**src/rtl/cp0_intc_pkg.sv**
```systemverilog
// cp0_intc_pkg: shared CP0 register numbers, exception codes, status bits and FSM encoding
package cp0_intc_pkg;
  localparam logic [4:0] CP0_STATUS = 5'd12;
  localparam logic [4:0] CP0_CAUSE = 5'd13;
  localparam logic [4:0] CP0_EPC = 5'd14;
  localparam logic [4:0] EXC_INT = 5'd0;
  localparam logic [4:0] EXC_SYS = 5'd8;
  localparam int ST_IE = 0;
  localparam int ST_EXL = 1;
  typedef enum logic [1:0] {IDLE, REQ, SERVICE} state_t;
  function automatic logic [2:0] lowest_set(input logic [7:0] v);
    lowest_set = 3'd0;
    for (int j = 7; j >= 0; j--) if (v[j]) lowest_set = 3'(j);
  endfunction
endpackage

```
**src/rtl/cp0_intc_int_sync_edge.sv**
```systemverilog
// int_sync_edge: two-flop synchroniser plus registered rising-edge pulse for one interrupt line
module int_sync_edge (
  input  logic clk,
  input  logic reset,
  input  logic d,
  output logic rise
);
  logic s1, s2, s3;
  always_ff @(posedge clk or negedge reset)
    if (!reset) {s1, s2, s3, rise} <= 4'b0;
    else begin
      s1 <= d;
      s2 <= s1;
      s3 <= s2;
      rise <= s2 & ~s3;
    end
endmodule

```
**src/rtl/cp0_intc.sv**
```systemverilog
// cp0_intc: CP0 Status/Cause/EPC registers and prioritised interrupt controller
module cp0_intc
  import cp0_intc_pkg::*;
#(
  parameter int N_INT = 8,
  parameter logic [31:0] VEC_BASE = 32'h0000_0004,
  parameter logic [31:0] SYS_VEC = 32'h0000_0024
) (
  input  logic clk,
  input  logic reset,
  input  logic [N_INT-1:0] int_src,
  output logic Ireq,
  input  logic Iack,
  input  logic WriteEPC,
  input  logic WriteCause,
  input  logic sysCause,
  input  logic WriteCp0,
  input  logic eret,
  input  logic [4:0] c0_addr,
  input  logic [31:0] c0_wdata,
  input  logic [31:0] epc_wdata,
  output logic [31:0] c0_rdata,
  output logic [31:0] epc_out,
  output logic [31:0] vector_out,
  output logic [N_INT-1:0] int_pending
);
  localparam logic [7:0] LINES = 8'((9'd1 << N_INT) - 9'd1);
  state_t state, state_n;
  logic ie, exl, last_sys, any, iack_hit, sys_hit, eret_hit;
  logic [7:0] im, pend, act, rise8, sw, clr;
  logic [4:0] exc;
  logic [2:0] idx, sel;
  logic [31:0] epc;
  logic [N_INT-1:0] rise;
  genvar i;
  for (i = 0; i < N_INT; i++) begin : g_sync
    int_sync_edge u_sync (.clk(clk), .reset(reset), .d(int_src[i]), .rise(rise[i]));
  end
  assign rise8 = 8'(rise);
  // software interrupt bits Cause[9:8] feed pending[1:0]
  assign sw = (WriteCp0 && c0_addr == CP0_CAUSE) ? {6'b0, c0_wdata[9:8]} : 8'b0;
  assign act = pend & im;
  assign any = |act;
  assign sel = lowest_set(act);
  assign iack_hit = state == REQ && Iack;
  assign sys_hit = state == IDLE && WriteCause && sysCause;
  assign eret_hit = state == SERVICE && eret;
  assign clr = iack_hit ? 8'b1 << sel : 8'b0;
  always_comb begin
    state_n = state;
    unique case (state)
      IDLE: state_n = sys_hit ? SERVICE : (ie && !exl && any) ? REQ : IDLE;
      REQ: state_n = Iack ? SERVICE : (!ie || !any) ? IDLE : REQ;
      SERVICE: state_n = eret ? IDLE : SERVICE;
      default: state_n = IDLE;
    endcase
  end
  always_ff @(posedge clk or negedge reset)
    if (!reset) begin
      state <= IDLE;
      Ireq <= 1'b0;
      pend <= 8'b0;
      {ie, exl, last_sys} <= 3'b0;
      im <= 8'b0;
      exc <= 5'b0;
      idx <= 3'b0;
      epc <= 32'b0;
    end else begin
      state <= state_n;
      Ireq <= state_n == REQ;
      pend <= (pend | rise8 | sw) & ~clr & LINES;
      if (WriteCp0 && c0_addr == CP0_STATUS) begin
        ie <= c0_wdata[ST_IE];
        exl <= c0_wdata[ST_EXL];
        im <= c0_wdata[15:8];
      end
      if (eret_hit) {exl, ie} <= 2'b01;
      // exception entry overrides any same-cycle mtc0 of Status
      if (sys_hit || iack_hit) {exl, ie} <= 2'b10;
      if (WriteEPC) epc <= epc_wdata;
      else if (WriteCp0 && c0_addr == CP0_EPC) epc <= c0_wdata;
      if (WriteCause && sysCause) begin
        exc <= EXC_SYS;
        last_sys <= 1'b1;
      end else if (iack_hit || WriteCause) begin
        exc <= EXC_INT;
        idx <= sel;
        last_sys <= 1'b0;
      end
    end
  assign c0_rdata = c0_addr == CP0_STATUS ? {16'b0, im, 6'b0, exl, ie} :
                    c0_addr == CP0_CAUSE ? {13'b0, idx, pend, 1'b0, exc, 2'b0} :
                    c0_addr == CP0_EPC ? epc : 32'b0;
  assign vector_out = state == REQ ? VEC_BASE + {27'b0, sel, 2'b0} :
                      last_sys ? SYS_VEC : VEC_BASE + {27'b0, idx, 2'b0};
  assign epc_out = epc;
  assign int_pending = pend[N_INT-1:0];
endmodule

```
**config.mk**
```make
export PLATFORM = sky130hd
export DESIGN_NAME = cp0_intc
export DESIGN_NICKNAME = d
export VERILOG_FILES = /design/src/rtl/cp0_intc_pkg.sv /design/src/rtl/cp0_intc_int_sync_edge.sv /design/src/rtl/cp0_intc.sv
export SDC_FILE = /design/constraint.sdc
export NUM_CORES = 1
export LEC_CHECK = 0
export CAP_MARGIN = 20
export CORE_MARGIN = 3
export CORE_UTILIZATION = 46
export DETAILED_ROUTE_END_ITERATION = 7
export GPL_TIMING_DRIVEN = 0
export PLACE_DENSITY = 0.84
export SLEW_MARGIN = 25
export SYNTH_ARGS = -nofsm -noshare
export SYNTH_HDL_FRONTEND = slang
export SYNTH_HIERARCHICAL = 1
export SYNTH_SLANG_ARGS = --single-unit
```
**constraint.sdc**
```tcl
create_clock -name clk -period 3.6 [get_ports clk]
set_input_delay 0.72 -clock clk [delete_from_list [all_inputs] [get_ports clk]]
set_output_delay 0.72 -clock clk [all_outputs]
set_load 0.1 [all_outputs]
```
==> summary.md <==
| Metric | Value |
|---|---|
| Min-Delay Path Class | primary input to async pin |
| Std cell rows | 34 |
| Synth Instances | 380 |
| Clk Latency, worst-skew pair | roughly 0.37 ns |
| Synth Area per Inst | between 10 and 15 µm² |
| H-tree Lvls | 3 |
| DP HPWL | between 9000 and 10,000 µm |
| Core area | approximately 8900 µm² |
| Antenna violations before repair | 0 |
| Worst-Margin Slew | 1.02 ns |
| Fillers | 680 |
| Antenna Cells | 0 |
| Slowest cell on crit path | clkdlybuf4s18_2 |
| CTS sink cnt | 89 |
| Status | complete, no violations |
| Lkg Pwr | 3.18 nW |
| CP startpoint kind | primary input |
| Relative slew slack | between 30% and 40% |
| Max Cap Viol | 0 |
| Layout area overhead | 46.4% |
| Dominant cell type by area after synthesis | dfrtp_1 |
| Final setup vio count | 0 |
| CTS max path bufs | 2 |
| Synth top area share | between 50% and 60% |
| IO buf count | 160 |
| Final slew viol count | 0 |
| First-pass GRT wire length | ~19,000 µm |
| Worst IR Drop VDD | 0.238 mV |
| Final core utilization | 70.8% |
| Post-route ant nets | 0 |
| Seq/Total Area, Yosys | between 50% and 60% |
| Drt wl/cell | 17.5 µm |
| Drt total wl | approximately 12,000 µm |
| Largest net degree at the start of global routing | 49 |
| Max incr delay on CP | about 0.54 ns |
| Critical Path End Type | primary output |
| Clock slew at reported path FFs | about 0.10 ns |
| Routability congestion estimate | ~0.85 |
| Crit path max fanout | 10 |
| Starting Density | 48.3% |
| Post-CTS setup repair buffer count | 0 |
| Max Fclk | 0.286 GHz |
| Total Power | between 0.003 and 0.004 W |
| Vias per inst | between 5 and 6 |
| Height of the chip | between 100 and 150 µm |
| GR Overflow Total | 0 |
| TNS Setup | 0 ns |
| Post-Route Skew | just over 0.009 ns |
| DR DRC count | 0 |
| Syn. warnings | 6 |
| Iter 0 DRT Violations | 190 |
| Fin crit period | ~3.5 ns |
| I/O pins | 190 |
| Layout cells sized above 1 | between 10% and 20% |
| Critical path class | primary input to primary output |
| Final period util | 97.1% |
| RSZ-0062 raised after global routing | no |
| Vias in the first global route | around 3,700 |
| Seq cells post-synth | 89 |
| CP delay by family, top | buffers and inverters |
| Die Footprint | between 10,000 and 15,000 µm² |
| Critical path required time | 2.88 ns |
| CTS buffer count | 9 |
| Final Hold Vio Count | 0 |
| Clk root buf | clkbuf_8 |
| Crit path DAT | approximately 2.8 ns |
| Yosys cell types | 48 |
| CTS tree | built |
| WP buf/inv | 4 |
| GRT Resource Usage Total | 24.0% |
| Via count | roughly 3,700 |
| Chip width | between 100 and 150 µm |
| Synthesized cell area | 4300 µm² |
| Critical-path cell list | clkdlybuf4s50_1 -> and4bb_4 -> buf_6 -> clkbuf_1 -> and3_1 -> clkdlybuf4s18_2 |
| Number of iterations in the first detailed-routing pass | 5 |
| Nets | 669 |
| PD cells | just over 500 nW/µm² |
| Top cells by area, synth | dfrtp_1 (52%), mux2i_1 (7.9%), buf_4 (4.9%) |
-- stage by stage --
| stage | hold WS, ns | instance area [µm²] | instances | setup slack [ns] |
|---|---|---|---|---|
| 3_5_place_dp | 0.335 | 6180 | 676 | -0.765 |
| 3_3_place_gp | 0.331 | 6150 | 675 | -1.36 |
| 2_1_floorplan | 0.331 | 4420 | 407 | -0.211 |
| 4_1_cts | 0.264 | 6390 | 692 | -0.0111 |
| 6_report | 0.257 | 6290 | 692 | 0.105 |
| 5_1_grt | 0.280 | 6290 | 692 | 0.00211 |
-- per-layer routing --
metal  track usage, %  routed length [µm]
met5                0                   0
met4             10.2                 418
met3             4.74                 837
met2             39.6                6070
met1             31.0                4800
-- flip-flops by register name, summed over array words and instances, names as in the netlist, 2 cells and up --
name                count
idx                     3
g_sync.u_sync/s2        8
im                      8
g_sync.u_sync/s1        8
state                   2
epc_out                32
g_sync.u_sync/s3        8
int_pending             8
g_sync.u_sync/rise      8
-- repair_timing --
item,in CTS,in global routing
endpoints found under the hold margin,0,0
endpoints found under the setup margin,34,29
hold buffers,0,0
resized for setup,91,38
cloned,0,0
-- area by class of cell --
cell class,instances,area [µm²],area share [%]
Tap cell,108,135,2.15
Multi-Input combinational cell,259,1820,28.9
Sequential cell,89,2230,35.4
Buffer,47,337,5.35
Clock inverter,7,62.6,0.994
Clock buffer,9,124,1.97
Timing Repair Buffer,161,1550,24.6
Inverter,12,45.0,0.716
-- cells in the final DEF, fill, tap and decap left out, types with 4 or more instances in the layout --
cell type,count
a22o_1,8
nor2_1,10
nand2b_1,5
clkbuf_8,9
mux2i_1,34
inv_1,12
buf_2,18
buf_4,28
ha_1,5
and3_1,18
dfrtp_1,89
a31oi_1,6
clkbuf_1,9
mux2_2,11
clkdlybuf4s50_1,123
conb_1,28
a311oi_1,4
o21ai_0,6
dlygate4sd2_1,8
nor2b_4,8
nand2_1,41
clkdlybuf4s15_2,7
a22oi_1,4
o21ai_1,30
a222oi_1,8
buf_6,8
-- path summary, 6_finish.rpt --
check                                          from                    end  slack, ns  cells past startpoint
worst max-delay path                     c0_addr[0]           c0_rdata[23]       0.10                      6
min in group clk                g_sync[1].u_sync/s1    g_sync[1].u_sync/s2       0.35                      0
worst max register to register       int_pending[5]         int_pending[3]       1.69                      7
worst min register to register  g_sync[1].u_sync/s1    g_sync[1].u_sync/s2       0.35                      0
max in group asynchronous                     reset  g_sync[2].u_sync/rise       2.78                      2
worst min-delay path                          reset            epc_out[13]       0.26                      1
-- logic make-up (layout without fill, tap and decap cells) --
group	count (synthesis)	in the layout	synth area share, %
AO/OA/AOI/OAI	78	78	11.9
XOR/XNOR	1	1	0.204
adder cells (fa/ha/maj)	5	5	1.46
buffers and inverters	59	236	8.85
flip-flops	89	89	51.8
multiplexers	46	46	11.2
other	1	28	0.0873
AND/OR/NAND/NOR	101	101	14.5
-- report_power, final --
group          switching (W)  internal [W]  leakage (nW)
sequential          0.000113       0.00111          1.06
clock               0.000387      0.000262        0.0894
combinational       0.000972      0.000411          2.04
-- cell usage after synthesis (all sizes together) --
| cell type | instances |
|---|---|
| or3 | 1 |
| nand4 | 1 |
| a21oi | 4 |
| nor3b | 2 |
| ha | 5 |
| nand2b | 5 |
| a41oi | 1 |
| nand3 | 1 |
| a32oi | 1 |
| a221o | 1 |
| a311oi | 4 |
| o21ai | 38 |
| nor2 | 10 |
| mux2i | 34 |
| clkbuf | 10 |
| nor2b | 9 |
| and3 | 19 |
| mux2 | 12 |
| nand2 | 42 |
| o22ai | 1 |
| xnor2 | 1 |
| and2b | 1 |
| a22oi | 4 |
| a222oi | 8 |
| inv | 12 |
| conb | 1 |
| dfrtp | 89 |
| a31oi | 6 |
| and4bb | 1 |
| buf | 37 |
| o21a | 2 |
| and2 | 4 |
| nand3b | 3 |
| a22o | 8 |
| nor3 | 2 |
Power figures use the tool's default switching activity.
